===== config.mk =====
export PLATFORM = sky130hd
export DESIGN_NAME = mdio_receptor
export DESIGN_NICKNAME = d
export VERILOG_FILES = /design/src/rtl/mdio_receptor_pkg.sv /design/src/rtl/mdc_edge_det.sv /design/src/rtl/mdio_receptor.sv
export SDC_FILE = /design/constraint.sdc
export NUM_CORES = 1
export LEC_CHECK = 0
export CAP_MARGIN = 25
export CORE_ASPECT_RATIO = 0.7
export CORE_MARGIN = 3
export CORE_UTILIZATION = 48
export DETAILED_ROUTE_END_ITERATION = 8
export PLACE_DENSITY_LB_ADDON = 0.15
export RECOVER_POWER = 25
export SLEW_MARGIN = 20
export SYNTH_ARGS = -nofsm -noshare
export SYNTH_HDL_FRONTEND = slang
export SYNTH_SLANG_ARGS = --single-unit

===== constraint.sdc =====
create_clock -name clk -period 2.25 [get_ports clk]
set_clock_uncertainty 0.05 [all_clocks]
set_input_delay 0.3375 -clock clk [delete_from_list [all_inputs] [get_ports clk]]
set_output_delay 0.3375 -clock clk [all_outputs]
set_load 0.01 [all_outputs]

===== src/rtl/mdio_receptor_pkg.sv =====
// -----------------------------------------------------------------------------
// mdio_receptor_pkg
//   Shared Clause-22 MDIO definitions: frame field codes, bit-index landmarks
//   of the 32-bit frame body, the receptor state encoding and the header
//   layout. Consumed by mdio_receptor and by the frame generator side.
// -----------------------------------------------------------------------------
package mdio_receptor_pkg;

    // Field codes
    localparam logic [1:0] ST_CODE = 2'b01;
    localparam logic [1:0] OP_WR   = 2'b01;
    localparam logic [1:0] OP_RD   = 2'b10;
    localparam logic [1:0] TA_WR   = 2'b10;

    // Bit indices within the frame body (ST is bits 0-1)
    localparam logic [4:0] TA_BIT   = 5'd14;
    localparam logic [4:0] DATA_MSB = 5'd16;
    localparam logic [4:0] HDR_LAST = TA_BIT - 5'd1;
    localparam logic [4:0] LAST_BIT = 5'd31;

    typedef enum logic [2:0] {
        ST_IDLE,
        ST_HDR,
        ST_WR_TA,
        ST_RD_TA,
        ST_SKIP,
        ST_WR_DATA,
        ST_RD_DATA
    } state_e;

    // Header bits 2..13 in arrival order
    typedef struct packed {
        logic [1:0] op;
        logic [4:0] phyad;
        logic [4:0] regad;
    } hdr_t;

endpackage


===== src/rtl/mdc_edge_det.sv =====
// -----------------------------------------------------------------------------
// mdc_edge_det
//   Detects rising and falling edges of MDC in the clk domain. MDC is
//   synchronous to clk, so a single history flop is enough.
// Ports
//   clk   in  system clock
//   rst   in  synchronous, active-high reset
//   MDC   in  management clock from the controller
//   rise  out 1 while MDC is high and was low on the previous clk
//   fall  out 1 while MDC is low and was high on the previous clk
// -----------------------------------------------------------------------------
module mdc_edge_det (
    input  logic clk,
    input  logic rst,
    input  logic MDC,
    output logic rise,
    output logic fall
);

    logic mdc_d;
    logic mdc_q;

    always_comb begin
        mdc_d = MDC;
    end

    // NOTE: state flops use non-blocking assignment so every flop samples the
    // pre-edge values, independent of process evaluation order.
    always_ff @(posedge clk) begin
        if (rst) begin
            mdc_q <= 1'b0;
        end else begin
            mdc_q <= mdc_d;
        end
    end

    assign rise = MDC & ~mdc_q;
    assign fall = ~MDC & mdc_q;

endmodule


===== src/rtl/mdio_receptor.sv =====
// -----------------------------------------------------------------------------
// mdio_receptor
//   Clause-22 MDIO management target (PHY side). Decodes frames sampled on
//   MDC rising edges, issues register writes, and serially returns register
//   data on reads by driving MDIO_OUT/MDIO_OE on MDC falling edges.
// Parameters
//   PHY_ADDR  address this target answers to
//   MIN_PRE   preamble ones required before ST (only with the macro below)
// Configuration
//   MDIO_PREAMBLE_CHECK_EN  when defined, ST is accepted only after MIN_PRE
//                           consecutive '1' bits; otherwise preamble ignored.
// Ports
//   clk, rst   system clock, synchronous active-high reset
//   MDC        management clock          MDIO_IN   serial data in
//   RD_DATA    read data, valid 1 clk after RD_REQ
//   MDIO_OUT   serial data out           MDIO_OE   1 = target drives line
//   REG_ADDR   decoded register address, held until next decode
//   WR_DATA    write data, valid with WR_STB
//   WR_STB     1-clk write strobe        RD_REQ    1-clk read request
//   FRAME_ERR  1-clk pulse on a malformed frame
// -----------------------------------------------------------------------------
module mdio_receptor
    import mdio_receptor_pkg::*;
#(
    parameter logic [4:0] PHY_ADDR = 5'd0
`ifdef MDIO_PREAMBLE_CHECK_EN
    ,
    parameter int MIN_PRE = 32
`endif
) (
    input  logic        clk,
    input  logic        rst,
    input  logic        MDC,
    input  logic        MDIO_IN,
    input  logic [15:0] RD_DATA,
    output logic        MDIO_OUT,
    output logic        MDIO_OE,
    output logic [4:0]  REG_ADDR,
    output logic [15:0] WR_DATA,
    output logic        WR_STB,
    output logic        RD_REQ,
    output logic        FRAME_ERR
);

    logic rise;
    logic fall;

    mdc_edge_det u_edge (
        .clk  (clk),
        .rst  (rst),
        .MDC  (MDC),
        .rise (rise),
        .fall (fall)
    );

    state_e      state_q,     state_d;
    logic [4:0]  n_q,         n_d;          // index of the next bit to arrive
    logic        zero_seen_q, zero_seen_d;  // last IDLE sample was 0
    logic        tail_q,      tail_d;       // bit 31 of a read has been clocked
    logic [10:0] hdr_sr_q,    hdr_sr_d;
    logic [15:0] data_sr_q,   data_sr_d;
    logic        rd_cap_q,    rd_cap_d;     // RD_DATA is valid this clk
    logic        oe_q,        oe_d;
    logic        out_q,       out_d;
    logic [4:0]  reg_addr_q,  reg_addr_d;
    logic [15:0] wr_data_q,   wr_data_d;
    logic        wr_stb_q,    wr_stb_d;
    logic        rd_req_q,    rd_req_d;
    logic        frame_err_q, frame_err_d;

`ifdef MDIO_PREAMBLE_CHECK_EN
    localparam int PRE_W = $clog2(MIN_PRE + 1);
    logic [PRE_W-1:0] pre_cnt_q, pre_cnt_d;
    logic             pre_ok_q,  pre_ok_d;  // preamble long enough before the ST '0'
`endif

    hdr_t       hdr_w;
    logic [4:0] n_inc;

    // NOTE: every variable written here gets a default first, so no path can
    // leave one unassigned and infer a latch.
    always_comb begin
        state_d     = state_q;
        n_d         = n_q;
        zero_seen_d = zero_seen_q;
        tail_d      = tail_q;
        hdr_sr_d    = hdr_sr_q;
        data_sr_d   = data_sr_q;
        rd_cap_d    = rd_req_q;
        oe_d        = oe_q;
        out_d       = out_q;
        reg_addr_d  = reg_addr_q;
        wr_data_d   = wr_data_q;
        wr_stb_d    = 1'b0;
        rd_req_d    = 1'b0;
        frame_err_d = 1'b0;
`ifdef MDIO_PREAMBLE_CHECK_EN
        pre_cnt_d   = pre_cnt_q;
        pre_ok_d    = pre_ok_q;
`endif
        hdr_w = hdr_t'({hdr_sr_q, MDIO_IN});
        n_inc = n_q + 5'd1;

        if (rd_cap_q) begin
            data_sr_d = RD_DATA;
        end

        case (state_q)
            ST_IDLE: begin
                if (rise) begin
                    if ({~zero_seen_q, MDIO_IN} == ST_CODE) begin
                        zero_seen_d = 1'b0;
                        n_d         = 5'd2;
`ifdef MDIO_PREAMBLE_CHECK_EN
                        pre_cnt_d = '0;
                        pre_ok_d  = 1'b0;
                        if (pre_ok_q) begin
                            state_d = ST_HDR;
                        end else begin
                            state_d     = ST_SKIP;
                            frame_err_d = 1'b1;
                        end
`else
                        state_d = ST_HDR;
`endif
                    end else begin
                        zero_seen_d = ~MDIO_IN;
`ifdef MDIO_PREAMBLE_CHECK_EN
                        if (MDIO_IN) begin
                            if (pre_cnt_q != PRE_W'(MIN_PRE)) begin
                                pre_cnt_d = pre_cnt_q + 1'b1;
                            end
                        end else begin
                            pre_ok_d  = (pre_cnt_q >= PRE_W'(MIN_PRE));
                            pre_cnt_d = '0;
                        end
`endif
                    end
                end
            end

            ST_HDR: begin
                if (rise) begin
                    hdr_sr_d = {hdr_sr_q[9:0], MDIO_IN};
                    n_d      = n_inc;
                    if (n_q == HDR_LAST) begin
                        if (hdr_w.op != OP_RD && hdr_w.op != OP_WR) begin
                            state_d     = ST_SKIP;
                            frame_err_d = 1'b1;
                        end else if (hdr_w.phyad != PHY_ADDR) begin
                            state_d = ST_SKIP;
                        end else begin
                            reg_addr_d = hdr_w.regad;
                            if (hdr_w.op == OP_RD) begin
                                state_d  = ST_RD_TA;
                                rd_req_d = 1'b1;
                            end else begin
                                state_d = ST_WR_TA;
                            end
                        end
                    end
                end
            end

            ST_WR_TA: begin
                if (rise) begin
                    data_sr_d = {data_sr_q[14:0], MDIO_IN};
                    n_d       = n_inc;
                    if (n_q == DATA_MSB - 5'd1) begin
                        if ({data_sr_q[0], MDIO_IN} == TA_WR) begin
                            state_d = ST_WR_DATA;
                        end else begin
                            state_d     = ST_SKIP;
                            frame_err_d = 1'b1;
                        end
                    end
                end
            end

            ST_WR_DATA: begin
                if (rise) begin
                    data_sr_d = {data_sr_q[14:0], MDIO_IN};
                    if (n_q == LAST_BIT) begin
                        wr_data_d = {data_sr_q[14:0], MDIO_IN};
                        wr_stb_d  = 1'b1;
                        state_d   = ST_IDLE;
                        n_d       = 5'd0;
                    end else begin
                        n_d = n_inc;
                    end
                end
            end

            ST_RD_TA: begin
                if (rise) begin
                    n_d = n_inc;
                end else if (fall && n_q == TA_BIT + 5'd1) begin
                    // Second turnaround bit: take the line, drive 0
                    oe_d    = 1'b1;
                    out_d   = 1'b0;
                    state_d = ST_RD_DATA;
                end
            end

            ST_RD_DATA: begin
                if (rise) begin
                    if (n_q == LAST_BIT) begin
                        tail_d = 1'b1;
                    end else begin
                        n_d = n_inc;
                    end
                end else if (fall) begin
                    if (tail_q) begin
                        oe_d    = 1'b0;
                        out_d   = 1'b0;
                        tail_d  = 1'b0;
                        state_d = ST_IDLE;
                        n_d     = 5'd0;
                    end else begin
                        out_d     = data_sr_q[15];
                        data_sr_d = {data_sr_q[14:0], 1'b0};
                    end
                end
            end

            ST_SKIP: begin
                if (rise) begin
                    if (n_q == LAST_BIT) begin
                        state_d = ST_IDLE;
                        n_d     = 5'd0;
                    end else begin
                        n_d = n_inc;
                    end
                end
            end

            default: begin
                state_d = ST_IDLE;
                n_d     = 5'd0;
            end
        endcase
    end

    always_ff @(posedge clk) begin
        if (rst) begin
            state_q     <= ST_IDLE;
            n_q         <= 5'd0;
            zero_seen_q <= 1'b0;
            tail_q      <= 1'b0;
            hdr_sr_q    <= '0;
            data_sr_q   <= '0;
            rd_cap_q    <= 1'b0;
            oe_q        <= 1'b0;
            out_q       <= 1'b0;
            reg_addr_q  <= '0;
            wr_data_q   <= '0;
            wr_stb_q    <= 1'b0;
            rd_req_q    <= 1'b0;
            frame_err_q <= 1'b0;
`ifdef MDIO_PREAMBLE_CHECK_EN
            pre_cnt_q   <= '0;
            pre_ok_q    <= 1'b0;
`endif
        end else begin
            state_q     <= state_d;
            n_q         <= n_d;
            zero_seen_q <= zero_seen_d;
            tail_q      <= tail_d;
            hdr_sr_q    <= hdr_sr_d;
            data_sr_q   <= data_sr_d;
            rd_cap_q    <= rd_cap_d;
            oe_q        <= oe_d;
            out_q       <= out_d;
            reg_addr_q  <= reg_addr_d;
            wr_data_q   <= wr_data_d;
            wr_stb_q    <= wr_stb_d;
            rd_req_q    <= rd_req_d;
            frame_err_q <= frame_err_d;
`ifdef MDIO_PREAMBLE_CHECK_EN
            pre_cnt_q   <= pre_cnt_d;
            pre_ok_q    <= pre_ok_d;
`endif
        end
    end

    assign MDIO_OUT  = out_q;
    assign MDIO_OE   = oe_q;
    assign REG_ADDR  = reg_addr_q;
    assign WR_DATA   = wr_data_q;
    assign WR_STB    = wr_stb_q;
    assign RD_REQ    = rd_req_q;
    assign FRAME_ERR = frame_err_q;

endmodule


**Yosys cells after proc, flatten, opt, wreduce, memory -nomap -nowiden**

Index checks and enable logic that the tools add are counted.

- Add/sub/neg operators: 1
- Mux-type cells: 59
- Equality and inequality tests: 32
- Bitwise operators: 12
- Reductions and logical operators: 20

Operators by type and width:

| operator | count |
|---|---|
| 16-bit two-way mux | 5 |
| 3-bit two-way mux | 15 |
| 5-bit two-way mux | 9 |
| 16-bit one-hot mux with 2 select lines | 1 |
| 1-bit two-way mux | 24 |
| 2-bit != test, second input constant | 12 |
| 5-bit one-hot mux with 4 select lines | 1 |
| 3-bit one-hot mux with 6 select lines | 1 |
| 13-bit AND reduction | 1 |
| 5-bit by 4-bit == test with 1-bit output, second input constant | 2 |
| 2-bit by 1-bit != test with 1-bit output, second input constant | 5 |
| 1-bit inverter | 10 |
| 5-bit AND reduction | 2 |
| 3-bit == test, second input constant | 3 |
| 3-bit != test, second input constant | 3 |
| 7-bit AND reduction | 1 |
| 3-bit by 2-bit == test with 1-bit output, second input constant | 2 |
| 1-bit one-hot mux with 2 select lines | 3 |
| 3-bit AND reduction | 2 |
| 6-bit AND reduction | 1 |
| 3-bit OR reduction | 2 |
| 6-bit OR reduction | 1 |
| 5-bit by 1-bit adder with 5-bit output, second input constant | 1 |
| 5-bit == test, second input constant | 1 |
| 10 further kinds | 16 |

- Word-level logic and storage cells: 139
- Bits in registers: 65
- Input bits: 20
- Output and inout bits: 26

**Longest topological paths before layout**

- Word-level depth: 7
- Depth in mapped cells: 9
- Gate-level depth less buffers: 8

**Hierarchy**

A second synthesis with hierarchy kept.

- Cell total of the unflattened synthesis: 333
- Area, all modules: 3054.2 um^2

Modules (own cells, without submodules):

| module | sequential area each (um^2) | instances | area each (um^2) | cells an instance |
|---|---|---|---|---|
| mdio_receptor | 1281.2 | 1 | 3015.4 | 329 |
| mdc_edge_det | 20.0 | 1 | 38.8 | 4 |

**Least setup slack after synthesis**

OpenSTA, ideal clock, no wires.

- Path kind: register -> register
- From: register n_q[0]
- To: register n_q[3]
- Slack: 0.039 ns
- Cell stages (with the launch flop): 10
- Library setup time: 0.070 ns
- Arrival time: 2.090 ns
- Period minus slack after synthesis: 2.211 ns
- Path buffers: 1
- Cells stage by stage: dfxtp_1 -> ha_1 -> and3_1 -> ha_1 -> clkbuf_1 -> a21oi_1 -> o32a_2 -> nand2_4 -> or4_1 -> a21oi_1

- Longest elaborated chain between the ends: 4
- Elaborated cells on any way between the ends: 10
- Those cells by class: 1 x add/sub; 2 x eq/ne; 6 x mux; 1 x reduce/logical

RTL lines:

| element | line | source |
|---|---|---|
| start, declared | mdio_receptor.sv:57 | `logic [4:0] n_q, n_d;` |
| start signal, assigned | mdio_receptor.sv:266 | `n_q <= n_d;` |
| 5-bit by 1-bit adder with 5-bit output / 5-bit == test (equally long branches) | - |  |
| 5-bit two-way mux (on tied branches) | mdio_receptor.sv:183, mdio_receptor.sv:228, mdio_receptor.sv:207 |  |
| 5-bit two-way mux (on tied branches) | mdio_receptor.sv:181, mdio_receptor.sv:206 |  |
| 5-bit one-hot mux with 4 select lines | mdio_receptor.sv:108 | `case (state_q)` |

Several ways; a longest one is shown, not always the timed one. The select of a mux whose other input is x is not followed.
A chain may end at the register's enable or synchronous reset.

**Worst setup path in the final report**

- From: register n_q[1]
- To: register n_q[3]

The elaborated chain is that of the path after synthesis.

==> summary.md <==
| Metric | Value |
|---|---|
| Final slew viol count | 0 |
| Sw Pwr | 0.0007565 W |
| Crit path max fanout | 3 |
| Initial antenna violation count | 0 |
| Synthesized instance count | 346 |
| Post-Synth Adder-Cell Area | 3.347% |
| Hold Crit Class | in2reg |
| Multi-input logic area | between 1500 and 2000 um^2 |
| Setup TNS Final | 0 ns |
| Rel. slew slack | 63.23% |
| Sw Share | 28.37% |
| DR pass1 iterations | 4 |
| WP data required | 2.46 ns |
| Largest net degree at the start of global routing | 30 |
| CTS buffer count | 9 |
| Leak | 1.460 nW |
| Arrival @ worst endpoint | between 2 and 2.5 ns |
| Register area share after synthesis | between 40 and 50% |
| Part of the power in registers | 45.8% |
| CP max stage delay | 0.50 ns |
| GRT Total Usage | 20.90% |
| Fmax | 468.7 MHz |
| Count of final setup violators | 0 |
| Max_cap viols | 0 |
| Seq. cell area | 1301 um^2 |
| Combinational share of power | approximately 17% |
| Placed cells | 470 |
| Fin Hold WS | 0.3776 ns |
| CTS max path bufs | 2 |
| Clock sinks | 65 |
| Compound-Gate Fraction of Synth Area | between 15 and 20% |
| Worst-Margin Slew | 0.5509 ns |
| I/O pin count | 46 |
| Fill cells | 540 |
| Buf/Inv on CP | 0 |
| Die Y | 72.04 um |
| Share of cells above drive strength 1 | between 10% and 20% |
| Xor/xnor share of the synthesized area | 0% |
| Avg Inst Size Synth | 8.643 um^2 |
| Internal | 0.001910 W |
| Syn_nets | 374 |
| Start point of the critical path | n_q[1]$_SDFFE_PP0P_ |
| Worst setup margin | 0.1166 ns |
| CTS tree | built |
| Asr flop ratio synth | 0% |
| DRT antenna net count | 0 |
| Worst r2r src | n_q[1]$_SDFFE_PP0P_ |
| Main flop type after synthesis | dfxtp_1 |
| Global-route wire length before repair | around 12,000 um |
| Mux cell area share after synthesis | 7.782% |
| Outcome | finished clean |
| Power share of the clock group | 37.4% |
| Initial DRC count | about 160 |
| Core area | around 5900 um^2 |
| CP max-delay cell | or4_1 |
| Yosys warnings | 0 |
| Diodes inserted | 0 |
| Die width | approximately 100 um |
| Critical Path End Type | flip-flop |
| HPWL Detailed | roughly 5000 um |
| Layout area overhead | 28.87% |
| Most used cell, CP | ha_1 |
| Final GP Congestion | just under 0.9 |
| Peak supply drop | approximately 0.48 mV |
| CP Launch Type | flip-flop |
| Number of global-route vias before repair | between 2,000 and 3,000 |
| Pwr Density | 692.0 nW/um^2 |
| CTS H-tree depth | 3 |
| Grt total ovfl | 0 |
| FP Rows | 23 |
| Hold Vio Cnt, Final | 0 |
| Fin cells | 486 |
| Die area | 7228 um^2 |
| Vias per Instance | 5.420 |
| Starting density of the core | 50.94% |
| Critical path, cell by cell | ha_1, and3_1, ha_1, a21oi_2, o32a_2, nand2_4, or4_1, a21oi_1 |
| Routed wire length | ~7000 um |
| Synth cell types | 52 |
| Main combinational cell family by area after synthesis | simple AND/OR/NAND/NOR gates |
| DRC | 0 |
| Final worst path period need | 2.133 ns |
| Setup CP Type | reg2reg |
| Flops & latches, synth | 65 |
| Port bufs | 45 |
| Finished Core Util | 65.64% |
| Delay-heaviest family, CP | simple AND/OR/NAND/NOR gates |
| WL/cell | 14.34 um |
| Number of synthesized flops with an enable pin | 0 |
| Simple-Gate Fraction of Synth Area | 22.05% |
| CTS root buf | clkbuf_8 |
| Worst Min Path Start | rst |
| Pre-CTS WS | -0.1517 ns |
| Clock latency on the worst-skew pair | 0.33 ns |
| Fin nets | 434 |
| Vias | about 2,600 |
| Fin crit share | 94.82% |
| Clock-pin slew on the worst setup and hold paths | about 0.080 ns |
| Syn Std Cell Area | 2990 um^2 |
-- power groups by stage --
stage / Sequential, W / Clock, W / Combinational [W]
6_report: 0.00122 / 0.000998 / 0.000447
5_1_grt: 0.00123 / 0.00107 / 0.000493
2_1_floorplan: 0.00123 / 0 / 0.000302
3_3_place_gp: 0.00125 / 0 / 0.000436
4_1_cts: 0.00122 / 0.00103 / 0.000444
3_5_place_dp: 0.00125 / 0 / 0.000439
-- cells by family (layout without fill, tap and decap cells) --
| logic type | Yosys count | after routing |
|---|---|---|
| multiplexers | 23 | 23 |
| AO/OA/AOI/OAI | 82 | 82 |
| buffers and inverters | 33 | 98 |
| adder cells (fa/ha/maj) | 8 | 8 |
| AND/OR/NAND/NOR | 135 | 135 |
| flip-flops | 65 | 65 |
-- layout by cell type (no fill, tap or decap), types with 4 or more instances in the layout --
cell              n
buf_4            25
and3_1            4
dfxtp_1          65
nand2_1          48
mux2i_1          21
a211oi_1         19
nor2_1           31
nand3_1          20
a21oi_1          34
clkbuf_8          9
o21ai_0           6
ha_1              7
nand2b_1          7
nor3_1            4
dlygate4sd3_1    18
inv_1            10
clkdlybuf4s50_1  26
-- area by class of cell --
class                           count  area share, %
Tap cell                           75          2.435
Sequential cell                    65          33.77
Multi-Input combinational cell    248          40.13
Timing Repair Buffer               72          17.47
Clock buffer                        9          3.214
Clock inverter                      7          2.013
Inverter                           10         0.9740
-- metrics by stage --
| step | total power (W) | cell area [um^2] |
|---|---|---|
| 2_1_floorplan | 0.001531 | 2990 |
| 4_1_cts | 0.002697 | 3847 |
| 5_1_grt | 0.002794 | 3854 |
| 3_3_place_gp | 0.001683 | 3646 |
| 3_5_place_dp | 0.001687 | 3646 |
| 6_report | 0.002667 | 3854 |
-- synthesized netlist by cell type (2+ instances only) --
cell type / count / area, um^2
a211oi_1: 19 / 142.6
a21oi_1: 35 / 175.2
a21oi_2: 2 / 17.52
a221o_1: 2 / 20.02
a32oi_1: 2 / 17.52
and2_1: 2 / 12.51
and2b_1: 2 / 15.01
and3_1: 4 / 25.02
buf_1: 2 / 7.510
buf_2: 5 / 25.02
buf_4: 3 / 22.52
clkbuf_1: 12 / 45.04
dfxtp_1: 65 / 1301
ha_1: 8 / 100.1
inv_1: 10 / 37.54
mux2i_1: 21 / 210.2
nand2_1: 48 / 180.2
nand2b_1: 7 / 43.79
nand3_1: 20 / 100.1
nor2_1: 31 / 116.4
nor2b_1: 3 / 18.77
nor3_1: 4 / 20.02
nor3_4: 2 / 32.53
nor3b_1: 2 / 15.01
o21a_1: 2 / 15.01
o21ai_0: 6 / 30.03
o22ai_1: 2 / 12.51
-- what timing repair did --
action / CTS / global route
hold buffers: 0 / 0
setup buffers: 0 / 0
gates resized for setup: 0 / 2
endpoints found under the setup margin: 0 / 2
-- worst paths after layout --
path                                   to  slack [ns]  depth (start not counted)
setup / recovery      n_q[3]$_SDFFE_PP0P_        0.12                          8
hold / removal    u_edge.mdc_q$_SDFF_PP0_        0.38                          2
setup reg to reg      n_q[3]$_SDFFE_PP0P_        0.12                          8
hold reg to reg   WR_DATA[2]$_SDFFE_PP0P_        0.40                          2
-- registers in the layout, indices dropped and copies added (netlist names) --
| name | count |
|---|---|
| rd_cap_q | 1 |
| zero_seen_q | 1 |
| RD_REQ | 1 |
| REG_ADDR | 5 |
| data_sr_q | 16 |
| WR_DATA | 16 |
| n_q | 5 |
| FRAME_ERR | 1 |
| WR_STB | 1 |
| tail_q | 1 |
| MDIO_OE | 1 |
| u_edge.mdc_q | 1 |
| state_q | 3 |
| MDIO_OUT | 1 |
| hdr_sr_q | 11 |
-- metal layers --
layer	wire [um]	track usage, %
met5	0	0
met1	3368	30.15
met3	464	4.803
met2	3068	30.84
met4	70	7.175
(Power assumes the default switching activity.)
